`src/rtl/seq_shifter.sv`:
```
// Multi-cycle shift unit: SHL / SHR logical / SHR arithmetic / ROTL.
// Each cycle shifts by up to STEP positions, with a valid/ready handshake on both ends.
module seq_shifter #(
    parameter int WIDTH = 8,
    parameter int STEP  = 1
) (
    input  logic             Clk,
    input  logic             Rst,
    input  logic             in_valid,
    output logic             in_ready,
    input  logic [WIDTH-1:0] a,
    input  logic [WIDTH-1:0] sh_amt,
    input  logic [1:0]       mode,
    output logic             out_valid,
    input  logic             out_ready,
    output logic [WIDTH-1:0] d,
    output logic             busy
);

    localparam int LW = $clog2(WIDTH);
    localparam int CW = LW + 1;  // wide enough to hold WIDTH itself
    localparam logic [CW-1:0]    WIDTH_C = CW'(WIDTH);
    localparam logic [CW-1:0]    STEP_C  = CW'(STEP);
    localparam logic [WIDTH-1:0] WIDTH_W = WIDTH'(WIDTH);
    localparam logic [WIDTH-1:0] ONES    = '1;

    localparam logic [1:0] M_SHL  = 2'b00;
    localparam logic [1:0] M_SHR  = 2'b01;
    localparam logic [1:0] M_SRA  = 2'b10;
    localparam logic [1:0] M_ROTL = 2'b11;

    typedef enum logic [1:0] {
        S_IDLE  = 2'd0,
        S_SHIFT = 2'd1,
        S_DONE  = 2'd2
    } state_t;

    state_t            state_q, state_d;
    logic [WIDTH-1:0]  work_q,  work_d;
    logic [CW-1:0]     cnt_q,   cnt_d;
    logic [1:0]        mode_q,  mode_d;
    logic              sign_q,  sign_d;
    logic [WIDTH-1:0]  d_q,     d_d;

    logic [CW-1:0]     k;
    logic [CW-1:0]     cnt_acc;
    logic [WIDTH-1:0]  fill;
    logic [WIDTH-1:0]  shifted;

    // One step of the working register by k = min(cnt, STEP).
    always_comb begin
        k       = (cnt_q < STEP_C) ? cnt_q : STEP_C;
        fill    = ~(ONES >> k);
        shifted = work_q;
        case (mode_q)
            M_SHL:   shifted = work_q << k;
            M_SHR:   shifted = work_q >> k;
            M_SRA:   shifted = (work_q >> k) | (sign_q ? fill : '0);
            M_ROTL:  shifted = (work_q << k) | (work_q >> (WIDTH_C - k));
            default: shifted = work_q;
        endcase
    end

    // Rotate wraps modulo WIDTH; the other modes saturate at WIDTH.
    always_comb begin
        if (mode == M_ROTL)
            cnt_acc = CW'(sh_amt[LW-1:0]);
        else if (sh_amt >= WIDTH_W)
            cnt_acc = WIDTH_C;
        else
            cnt_acc = sh_amt[CW-1:0];
    end

    always_comb begin
        state_d = state_q;
        work_d  = work_q;
        cnt_d   = cnt_q;
        mode_d  = mode_q;
        sign_d  = sign_q;
        d_d     = d_q;
        case (state_q)
            S_IDLE: begin
                if (in_valid) begin
                    work_d = a;
                    mode_d = mode;
                    sign_d = a[WIDTH-1];
                    cnt_d  = cnt_acc;
                    if (cnt_acc == '0) begin
                        d_d     = a;
                        state_d = S_DONE;
                    end else begin
                        state_d = S_SHIFT;
                    end
                end
            end
            S_SHIFT: begin
                work_d = shifted;
                cnt_d  = cnt_q - k;
                if (cnt_q == k) begin
                    d_d     = shifted;
                    state_d = S_DONE;
                end
            end
            S_DONE: begin
                if (out_ready)
                    state_d = S_IDLE;
            end
            default: state_d = S_IDLE;
        endcase
    end

    always_ff @(posedge Clk) begin
        if (Rst) begin
            state_q <= S_IDLE;
            work_q  <= '0;
            cnt_q   <= '0;
            mode_q  <= '0;
            sign_q  <= 1'b0;
            d_q     <= '0;
        end else begin
            state_q <= state_d;
            work_q  <= work_d;
            cnt_q   <= cnt_d;
            mode_q  <= mode_d;
            sign_q  <= sign_d;
            d_q     <= d_d;
        end
    end

    assign in_ready  = (state_q == S_IDLE);
    assign out_valid = (state_q == S_DONE);
    assign busy      = (state_q == S_SHIFT) || (state_q == S_DONE);
    assign d         = d_q;

endmodule
```
`config.mk`:
```
export PLATFORM = sky130hd
export DESIGN_NAME = seq_shifter
export DESIGN_NICKNAME = d
export VERILOG_FILES = /design/src/rtl/seq_shifter.sv
export SDC_FILE = /design/constraint.sdc
export NUM_CORES = 1
export LEC_CHECK = 0
export ABC_AREA = 1
export CAP_MARGIN = 30
export CORE_MARGIN = 4
export CORE_UTILIZATION = 48
export CTS_BUF_LIST = sky130_fd_sc_hd__clkbuf_2
export DETAILED_ROUTE_END_ITERATION = 12
export PLACE_DENSITY = 0.74
export SLEW_MARGIN = 20
export SYNTH_ARGS = -nofsm -noshare
export SYNTH_HDL_FRONTEND = slang
export SYNTH_SLANG_ARGS = --single-unit
export TNS_END_PERCENT = 10
```
`constraint.sdc`:
```
create_clock -name Clk -period 1.7 [get_ports Clk]
set_input_delay 0.17 -clock Clk [delete_from_list [all_inputs] [get_ports Clk]]
set_output_delay 0.17 -clock Clk [all_outputs]
set_load 0.02 [all_outputs]
```
### Yosys cells after proc, flatten, opt, wreduce, memory -nomap -nowiden

Cells that the tools add are included.

* output and inout bits: 11
* register bits after elaboration: 25
* word-level logic and storage cells: 55
* bits of input ports: 22

* mux-type cells: 18
* add/subtract/negate cells: 2
* shifts and indexed selects: 4
* magnitude comparators: 2
* bitwise gates (word level): 3
* equal/unequal tests: 11
* reductions and logical operators: 9

Operator list (count)
* $mux 8: 5
* $pmux 8 s2: 2
* $pmux 8 s4: 1
* $mux 4: 4
* $or 8x8->8: 2
* $shr 8x4->8: 2
* $eq 2x2->1 const B: 4
* $ge 8x4->1 const B: 1
* $mux 2: 4
* $not 8->8: 1
* $pmux 4 s2: 1
* $shl 8x4->8: 1
* $shr 8x4->8 const A: 1
* $pmux 2 s3: 1
* $eq 2x1->1 const B: 2
* $eq 4x4->1: 1
* $logic_not 2->1: 2
* $logic_not 4->1: 1
* $lt 4x1->1 const B: 1
* $ne 2x1->1 const B: 2
* $ne 2x2->1 const B: 2
* $reduce_and 2->1: 2
* $reduce_and 4->1: 1
* $sub 4x4->4: 1
* 4 further kinds: 4

### Longest topological paths before layout

Gate-level depths: netlist of the first run.

* depth after elaboration: 9
* gate-level depth with buffers: 14
* gate-level depth less buffers: 14

### Worst setup path after synthesis of the first run

No wires, ideal clock.

* path kind: register -> register
* start point: register cnt_q[2]
* end point: register work_q[3]
* cell stages (with the launch flop): 13
* clock period less this slack: 1877 ps
* required time: 1575 ps
* data arrival time: 1753 ps
* path slack: -177 ps
* cells stage by stage: dfxtp_1 -> nor2_4 -> nand2_4 -> inv_2 -> ha_1 -> ha_1 -> inv_1 -> nand2_1 -> o21ai_0 -> a31oi_1 -> o211ai_1 -> o21ai_1 -> a21oi_1

* longest elaborated chain between the ends: 8

RTL lines
* from (decl): line 40 `logic [CW-1:0] cnt_q, cnt_d;`
* from (signal assigned): line 123 `cnt_q <= cnt_d;`
* $lt 4x1->1: line 52 `k = (cnt_q < STEP_C) ? cnt_q : STEP_C;`
* $mux 4 *: line 52
* parallel branches: the longest is 4 deep, another holds $sub 4x4->4
* $pmux 8 s4 *: line 55 `case (mode_q)`
* $pmux 8 s2 *: line 81 `case (state_q)`
* to (signal assigned): line 122 `work_q <= work_d;`
* to (decl): line 39 `logic [WIDTH-1:0] work_q, work_d;`

Every way passes the cells marked *.
A chain may end at the register's enable or synchronous reset.

### Worst setup path in the final report of the first run

* start point: register cnt_q[3]
* end point: register work_q[3]

The elaborated chain is that of the path after synthesis.

==> results of run 1 <==
-- worst paths after layout --
path	startpoint	slack [ps]	cells after the start	to
setup / recovery	cnt_q[3]	-4	12	work_q[3]
hold / removal	sh_amt[2]	410	3	cnt_q[2]
setup reg to reg	cnt_q[3]	-4	12	work_q[3]
hold reg to reg	sign_q	480	2	sign_q
-- sequential cells by signal, summed over array words and instances (netlist names) --
signal	count
d	8
sign_q	1
work_q	8
cnt_q	4
state_q	2
mode_q	2
-- worst min-delay path, cell delays in order --
cell and delay (ps):
clkdlybuf4s50_1 420, nand3_1 90, a31oi_1 70
-- placed cells by master (no fill, tap or decap), drive strengths merged --
master          n
dfxtp          25
dlygate4sd2     2
a211oi          1
clkdlybuf4s50  29
o21bai          1
nand3          21
nand2          52
nand3b          1
nor2           20
nor3            1
inv            39
buf            20
o211ai          3
o221ai          1
or2             4
a221oi          1
ha              8
o21ai          40
clkinvlp        1
conb            4
a21oi          29
o311ai          1
clkbuf          4
a31oi           3
-- metrics by stage --
| stage | total power, mW | setup TNS, ps | cell area [sq um] | std cells |
|---|---|---|---|---|
| floorplan | 3.05 | -2.08 | 1750 | 262 |
| global placement | 3.97 | -18.3 | 2240 | 352 |
| detailed placement | 3.97 | -82.0 | 2240 | 352 |
| CTS | 4.22 | -31.9 | 2270 | 356 |
| global route | 4.86 | -1110 | 2330 | 357 |
| finish | 4.45 | -4.42 | 2330 | 357 |
-- logic make-up (layout without fill, tap and decap cells) --
kind of cell,Yosys count,in the layout,share of synthesized area
buffers and inverters,46,95,0.109
AOI/OAI and AO/OA,80,80,0.272
DFF,25,25,0.295
adders and majority gates,8,8,0.0590
and+or+nand+nor,99,99,0.261
other,2,4,0.00442
-- repair_timing --
| item | in CTS | in global routing |
|---|---|---|
| gates resized for setup | 9 | 20 |
| hold buffers | 0 | 0 |
| pin swaps | 0 | 7 |
| endpoints found under the setup margin | 9 | 20 |
| buffers inserted | 0 | 1 |
| endpoints found under the hold margin | 0 | 0 |
-- cell type report --
cell class / instances / area (sq um)
timing repair buffer: 52 / 475
fill: 317 / 1030
tap: 46 / 57.6
inverter: 39 / 151
clock buffer: 3 / 15.0
sequential: 25 / 508
multi-input combinational: 191 / 1110
clock inverter: 1 / 7.51
-- report_power, final --
part | total, mW | leakage [nW] | switching [mW] | internal [mW]
clock | 0.244 | 0.0126 | 0.190 | 0.0546
combinational | 3.22 | 0.815 | 1.93 | 1.29
sequential | 0.986 | 0.208 | 0.167 | 0.819
-- layer usage --
metal  up-vias  part of all wire  wire [um]  global-route usage
li1        962                 -          -                   -
met3         4             0.049        221              0.0283
met1       801              0.50       2270               0.316
met5         -                 0          0                   0
met4         0            0.0073         33              0.0608
met2        48              0.44       2020               0.309
==> impl_metrics.tcl, run 1 <==
set metrics [dict create \
    max_clock_freq_ghz 0.587 \
    cp_top_family "compound AO/OA/AOI/OAI gates" \
    p_per_area_nw_per_um2 1910 \
    syn_inst 260 \
    grtUsageTotal 0.210 \
    grt_pass1_vias 1612 \
    postRouteAntennaNets 0 \
    yosysSeqAreaShare 0.295 \
    synthTopCellsByCount "51 x nand2_1, 35 x inv_1, 25 x a21oi_1, 25 x dfxtp_1, 24 x o21ai_0" \
    yosysTopAreaCellShare 0.295 \
    htreeDepth 1 \
    clock_latency_ps 360 \
    dp_hpwl_mm 3.50 \
    final_util 0.692 \
    crit_path_end_kind "register" \
    layout-drive-gt1-share 0.225 \
    slowest_stage "dfxtp_2" \
    initial_core_util 0.505 \
    crit_chain "nor2_4, nand2_4, inv_4, ha_4, ha_4, inv_4, nand2_4, o21ai_2, a31oi_1, o211ai_1, o21ai_1, a21oi_1" \
    synth-edff-count 0 \
    drv_cap 0 \
    cp-start-kind "register" \
    clock-root-buffer "clkbuf_2" \
    die_w_um 67.5 \
    leakagePower_nw 1.04 \
    yosys_warnings 0 \
    violations "setup timing" \
    num_vias 1815 \
    cp_num_buf_inv 2 \
    synth_top_cell_by_area "dfxtp_1" \
    post-route-period-util 1.00 \
    finalSetupViolations 1 \
    die_y_um 67.5 \
    worst_slack_ps -4.42 \
    drcViolationCount 0 \
    antenna_found_initial 0 \
    path_class "register to register" \
    critPathMaxStageDelay_ps 410 \
    cts_sinks 25 \
    synth.distinct_cells 33 \
    rows 21 \
    async_flop_share 0 \
    vias_per_cell 5.08 \
    vdd_drop_max_uv 926 \
    gp_congestion 0.907 \
    syn_area_sq_um 1700 \
    syn_avg_cell_area_sq_um 6.53 \
    clkTransAtPathRegs_ps 250 \
    io_pins 33 \
    worstPathRequired_ps 1990 \
    critPathArrivalTime_ps 2000 \
    drt_wl_total_mm 4.54 \
    synth_top_flop_cell "dfxtp_1" \
    status "complete, but fails checks" \
    wl_per_cell_um 12.7 \
    hold_viol 0 \
    antenna_cells 0 \
    slew_viol_final 0 \
    path_max_fanout 3 \
    final_nets 342 \
    portBuffers 32 \
    finalClockSkew_ps 12.0 \
    rsz0062_at_grt "true" \
    fin_crit_ps 1700 \
    cts_tree "yes" \
    holdWs_ps 406 \
    clockBufferDepth 2 \
    area_delta_synth_final_pct 37.1 \
    hold_class "primary input to register" \
    synth.area.top_cells "dfxtp_1 29%, nand2_1 11%, inv_1 7.7%" \
    grt_pass1_wl_mm 7.38 \
    die_area_sq_um 4550 \
    dpl_worst_slack_ps -34.2 \
    core_sq_um 3360 \
    dr.pass1.iters 4 \
    gr-total-overflow 0 \
    drt_iter0_markers 150 \
    yosysMostFrequentCell "nand2_1" \
    grt_start_max_net_pins 21 \
    cts-buffers-inserted 3 \
    synth-seq-cells 25 \
]
(Power assumes the default switching activity.)
==> run 2: changes to the inputs <==
- SKIP_CTS_REPAIR_TIMING: unset -> 1
- SLEW_MARGIN: 20 -> 5
==> run 2 against run 1 <==
Against the previous run: critical path depth unchanged; largest power group unchanged; the flow still finishes with violations (setup timing); total power decreased by 2.4%; clock power about the same; cell area decreased by 0.91%; first-iteration DRC count increased by 11%; critical path type unchanged.
==> impl_metrics.tcl, run 2 (synthesized netlist as in run 1, its figures left out) <==
set metrics [dict create \
    status "complete, but fails checks" \
    violations "setup timing" \
    area_delta_synth_final_pct 35.9 \
    io_pins 33 \
    htreeDepth 1 \
    final_nets 341 \
    dr.pass1.iters 5 \
    path_class "register to register" \
    final-instance-count-excl-fill 356 \
    critPathMaxStageDelay_ps 400 \
    crit_path_frequent_cell "ha_4" \
    final_common_cell "nand2_1" \
    leakagePower_nw 1.05 \
    critPathArrivalTime_ps 2020 \
    wl_per_cell_um 12.5 \
    drv_cap 0 \
    crit_chain "nor2_4, nand2_4, inv_4, ha_4, ha_4, inv_2, nand2_2, o21ai_2, a31oi_1, o211ai_1, o21ai_1, a21oi_1" \
    die_area_sq_um 4550 \
    rsz0062_at_grt "true" \
    core_sq_um 3360 \
    drt_wl_total_mm 4.46 \
    worst-path-stages 12 \
    use_met3 0.0283 \
    gr-total-overflow 0 \
    postRouteAntennaNets 0 \
    crit_path_end_kind "register" \
    final_cell_mix "47 x nand2_1, 32 x inv_1, 29 x clkdlybuf4s50_1" \
    clock_latency_ps 360 \
    rows 21 \
    num_vias 1793 \
    cp-start-kind "register" \
    met2_usage 0.309 \
    finalClockSkew_ps 15.5 \
    fin_setup_tns_ps -20.7 \
    antenna_cells 0 \
    p_per_area_nw_per_um2 1880 \
    dp_cells 352 \
    slowest_stage "dfxtp_2" \
    clockBufferDepth 2 \
    grt_start_max_net_pins 21 \
    met1_usage 0.315 \
    cts-buffers-inserted 3 \
    hold_class "primary input to register" \
    vias_per_cell 5.04 \
    antenna_found_initial 0 \
    hold_viol 0 \
    grt_pass1_vias 1612 \
    final_util 0.686 \
    clkTransAtPathRegs_ps 250 \
    vdd_drop_max_uv 914 \
    grt_pass1_wl_mm 7.36 \
    cp_top_family "compound AO/OA/AOI/OAI gates" \
    cp_num_buf_inv 2 \
    die_w_um 67.5 \
    portBuffers 32 \
    slew_viol_final 0 \
    power.total_mw 4.35 \
    dpl_worst_slack_ps -34.2 \
    top_usage_layer "met1" \
    path_max_fanout 3 \
    finalSetupViolations 1 \
    gp_congestion 0.907 \
    worstRegToRegCells 12 \
    worstPathRequired_ps 2000 \
    post-route-period-util 1.01 \
    drt_iter0_markers 166 \
    max_clock_freq_ghz 0.581 \
    fin_crit_ps 1720 \
    clock-root-buffer "clkbuf_2" \
    drcViolationCount 0 \
    die_y_um 67.5 \
    min_path_cells 3 \
    dp_hpwl_mm 3.50 \
    initial_core_util 0.505 \
    cts_tree "yes" \
    fillers 312 \
    cts_sinks 25 \
    worst_slack_ps -20.7 \
    layout-drive-gt1-share 0.197 \
    grtUsageTotal 0.210 \
]
## run 2: changes by cell type in the layout (fill, tap and decap cells not counted), sizes merged
cell / before / now
clkbuf: 4 / 3
buf: 20 / 19
dlygate4sd2: 2 / 0
dlymetal6s2s: 0 / 3
## run 2: area by class of cell
cell class,count,area (sq um),share of cell area
Clock inverter,1,7.51,0.00325
Inverter,39,149,0.0645
Timing Repair Buffer,51,483,0.209
Sequential cell,25,505,0.219
Multi-Input combinational cell,191,1090,0.472
Clock buffer,3,15.0,0.00651
Tap cell,46,57.6,0.0249
## run 2: final timing paths
path,start,endpoint,slack (ps)
setup / recovery,cnt_q[2],work_q[3],-20
hold / removal,sh_amt[2],cnt_q[2],410
setup reg to reg,cnt_q[2],work_q[3],-20
hold reg to reg,sign_q,sign_q,480
## run 2: power by group
| group | total [mW] | leakage [nW] | internal (mW) | switching (mW) |
|---|---|---|---|---|
| Clock | 0.243 | 0.0126 | 0.0546 | 0.189 |
| Combinational | 3.12 | 0.830 | 1.27 | 1.85 |
| Sequential | 0.983 | 0.207 | 0.815 | 0.168 |
## run 2: routing by layer
| layer | part of all wire | vias up |
|---|---|---|
| li1 | - | 958 |
| met1 | 0.51 | 790 |
| met5 | 0 | - |
| met4 | 0.0099 | 0 |
| met3 | 0.044 | 5 |
| met2 | 0.44 | 40 |
## run 2: through the flow
| step | area [sq um] | hold WS, ps |
|---|---|---|
| 2_1_floorplan | 1750 | 232 |
| 3_3_place_gp | 2240 | 461 |
| 3_5_place_dp | 2240 | 460 |
| 4_1_cts | 2260 | 395 |
| 5_1_grt | 2310 | 400 |
| 6_report | 2310 | 405 |
## run 2: tightest hold or removal path, stage by stage
cell	delay [ps]
clkdlybuf4s50_1	420
nand3_1	90
a31oi_1	70
==> edit: new RTL, config.mk and constraints of run 1 <==
Make the reset (`Rst`) asynchronous in one clocked block.
--- a/src/rtl/seq_shifter.sv
+++ b/src/rtl/seq_shifter.sv
@@ -109,7 +109,7 @@
         endcase
     end
 
-    always_ff @(posedge Clk) begin
+    always_ff @(posedge Clk or posedge Rst) begin
         if (Rst) begin
             state_q <= S_IDLE;
             work_q  <= '0;
Behaviour: differs if Rst is asserted again (counterexample within 4 cycles, from zero or initial values and one cycle with Rst high); with Rst held inactive, the same outputs for 10 cycles.
==> edit against run 1 <==
- critical endpoint is now work_q[5]$_DFFE_PP0P_
- synthesized area up 7.9%
- clock skew up 12 ps
- sequential cell count unchanged
- highest routed layer unchanged
- setup slack worse by 150 ps
- the flow still finishes with violations (negative setup slack)
- wire length up 4.9%
- cell area up 6.2%
- synthesized cell count up 3.8%
- total power down 0.32%
- via count up 4.4%
- largest cell class unchanged
==> edit: results (changes against run 1) <==
drt initial violations=149 (-0.67%); Synth async-reset ratio=100% (+100 points); Worst Setup SP=cnt_q[2]$_DFFE_PP0P_; setup TNS=-1390 ps (-1390 ps); Filler Cell Count=333 (+5.0%); synth unique cells=30 (-9.1%); Seq/Total Area, Yosys=34.2% (+4.7 points); clock slew at reported path FFs=about 240 ps; final setup margin=-157 ps (-152 ps); Sw Ratio=49.7% (-1.7 points); CTS Root Cell=clkbuf_2; DRT Pass-1 Iters=5 (+1); largest net degree at the start of global routing=26 (+24%); Num CTS Buffers=3 (unchanged); Top FF cell, synth=dfrtp_1; Hold Crit Class=in2async; Worst Path Arrival=2140 ps (+140 ps); status=finished with violations; clock skew=24.3 ps (+12.3 ps); wire length per cell=12.7 um (-0.13%); # setup viols final=16 (+15); initial antenna violation count=0 (unchanged); Peak VDD IR=0.000998 V (+7.7%); Synth area leaders=dfrtp_1, nand2_1, nand3_1; deepest clock path buffer count=2 (unchanged); DPL Wire Length=3810 um (+8.7%); DR vias=1894 (+4.4%); CP endpoint=work_q[5]$_DFFE_PP0P_; synth cell count leaders=nand2_1, nand3_1, inv_1; reg2reg path depth=14 (+2); Leak=1.26 nW (+22%); GRT Total Usage=20.3% (-0.70 points); worst-path fanout max=4 (+1); Port Buffer Count=32 (unchanged); diode count=0 (unchanged); final net count=358 (+4.7%); first-pass GRT wire length=8280 um (+12%); failing checks=negative setup slack; Worst-Skew Late Latency=350 ps; share of cells above drive strength 1=19.6% (-2.9 points); synth warn=0 (unchanged); number of global-route vias before repair=1812 (+12%); gpl congestion=0.906 (about the same); H-tree lvl count=1 (unchanged)
-- edit: power groups by stage --
| stage | Sequential, mW | Clock [mW] | Combinational (mW) |
|---|---|---|---|
| CTS | 1.12 | 0.240 | 2.99 |
| global placement | 1.12 | 0 | 2.94 |
| floorplan | 1.20 | 0 | 1.83 |
| global route | 1.16 | 0.263 | 3.46 |
| finish | 1.11 | 0.236 | 3.09 |
| detailed placement | 1.13 | 0 | 2.98 |
-- edit: critical path, stage by stage, from the launching register on --
cell and delay [ps]:
dfrtp_1 470, nor2_4 150, nand2_4 70, inv_4 60, ha_4 130, ha_4 190
inv_4 70, nand2_4 70, inv_4 80, nand2_4 50, o21ai_1 120, nand3_1 110
nand2_1 100, nand2_1 60, nand2_1 60
-- edit: routing by layer --
metal	global-route usage, %	vias to the layer above	share of wire, %
met1	29.5	867	50
met4	4.26	0	0.71
met2	32.9	39	47
met5	0	-	0
li1	-	984	-
met3	1.74	4	3.0
-- edit: what timing repair did --
| action | in CTS | in global routing |
|---|---|---|
| hold endpoints to repair | 0 | 0 |
| gates resized for setup | 8 | 17 |
| endpoints found under the setup margin | 18 | 24 |
| buffers inserted | 0 | 1 |
| pin swaps | 2 | 8 |
-- edit: cells by family (layout without fill, tap and decap cells) --
family,Yosys count,count (layout),share of synthesized area [%]
buffers and inverters,39,94,8.67
muxes,1,1,0.546
and+or+nand+nor,153,153,37.2
DFF,25,25,34.2
adders and majority gates,8,8,5.46
AOI/OAI and AO/OA,42,42,13.5
other,2,4,0.410
-- edit: stage by stage --
stage | setup slack, ps | instances | hold WS, ps | cell area [sq um]
floorplan | -4.62 | 272 | 197 | 1880
global placement | -64.4 | 370 | 462 | 2410
detailed placement | -179 | 370 | 465 | 2410
CTS | -128 | 374 | 140 | 2440
global route | -277 | 375 | 188 | 2470
finish | -157 | 375 | 131 | 2470
-- edit: layout make-up --
| type | count | share of cell area (%) |
|---|---|---|
| inverters | 33 | 5.31 |
| clock buffers | 4 | 0.809 |
| well taps | 48 | 2.43 |
| repair buffers | 57 | 20.7 |
| flip-flops and latches | 25 | 25.3 |
| multi-input cells | 208 | 45.4 |
-- edit: worst min-delay path by stage --
stage          depth (start not counted)              from               endpoint  slack, ps
2_1_floorplan                          1               Rst   cnt_q[0]$_DFFE_PP0P_        200
3_3_place_gp                           2  d[0]$_DFFE_PP0P_       d[0]$_DFFE_PP0P_        460
3_5_place_dp                           2  d[4]$_DFFE_PP0P_       d[4]$_DFFE_PP0P_        470
4_1_cts                                3               Rst       d[6]$_DFFE_PP0P_        140
5_1_grt                                3               Rst       d[7]$_DFFE_PP0P_        190
6_report                               3               Rst  work_q[7]$_DFFE_PP0P_        130
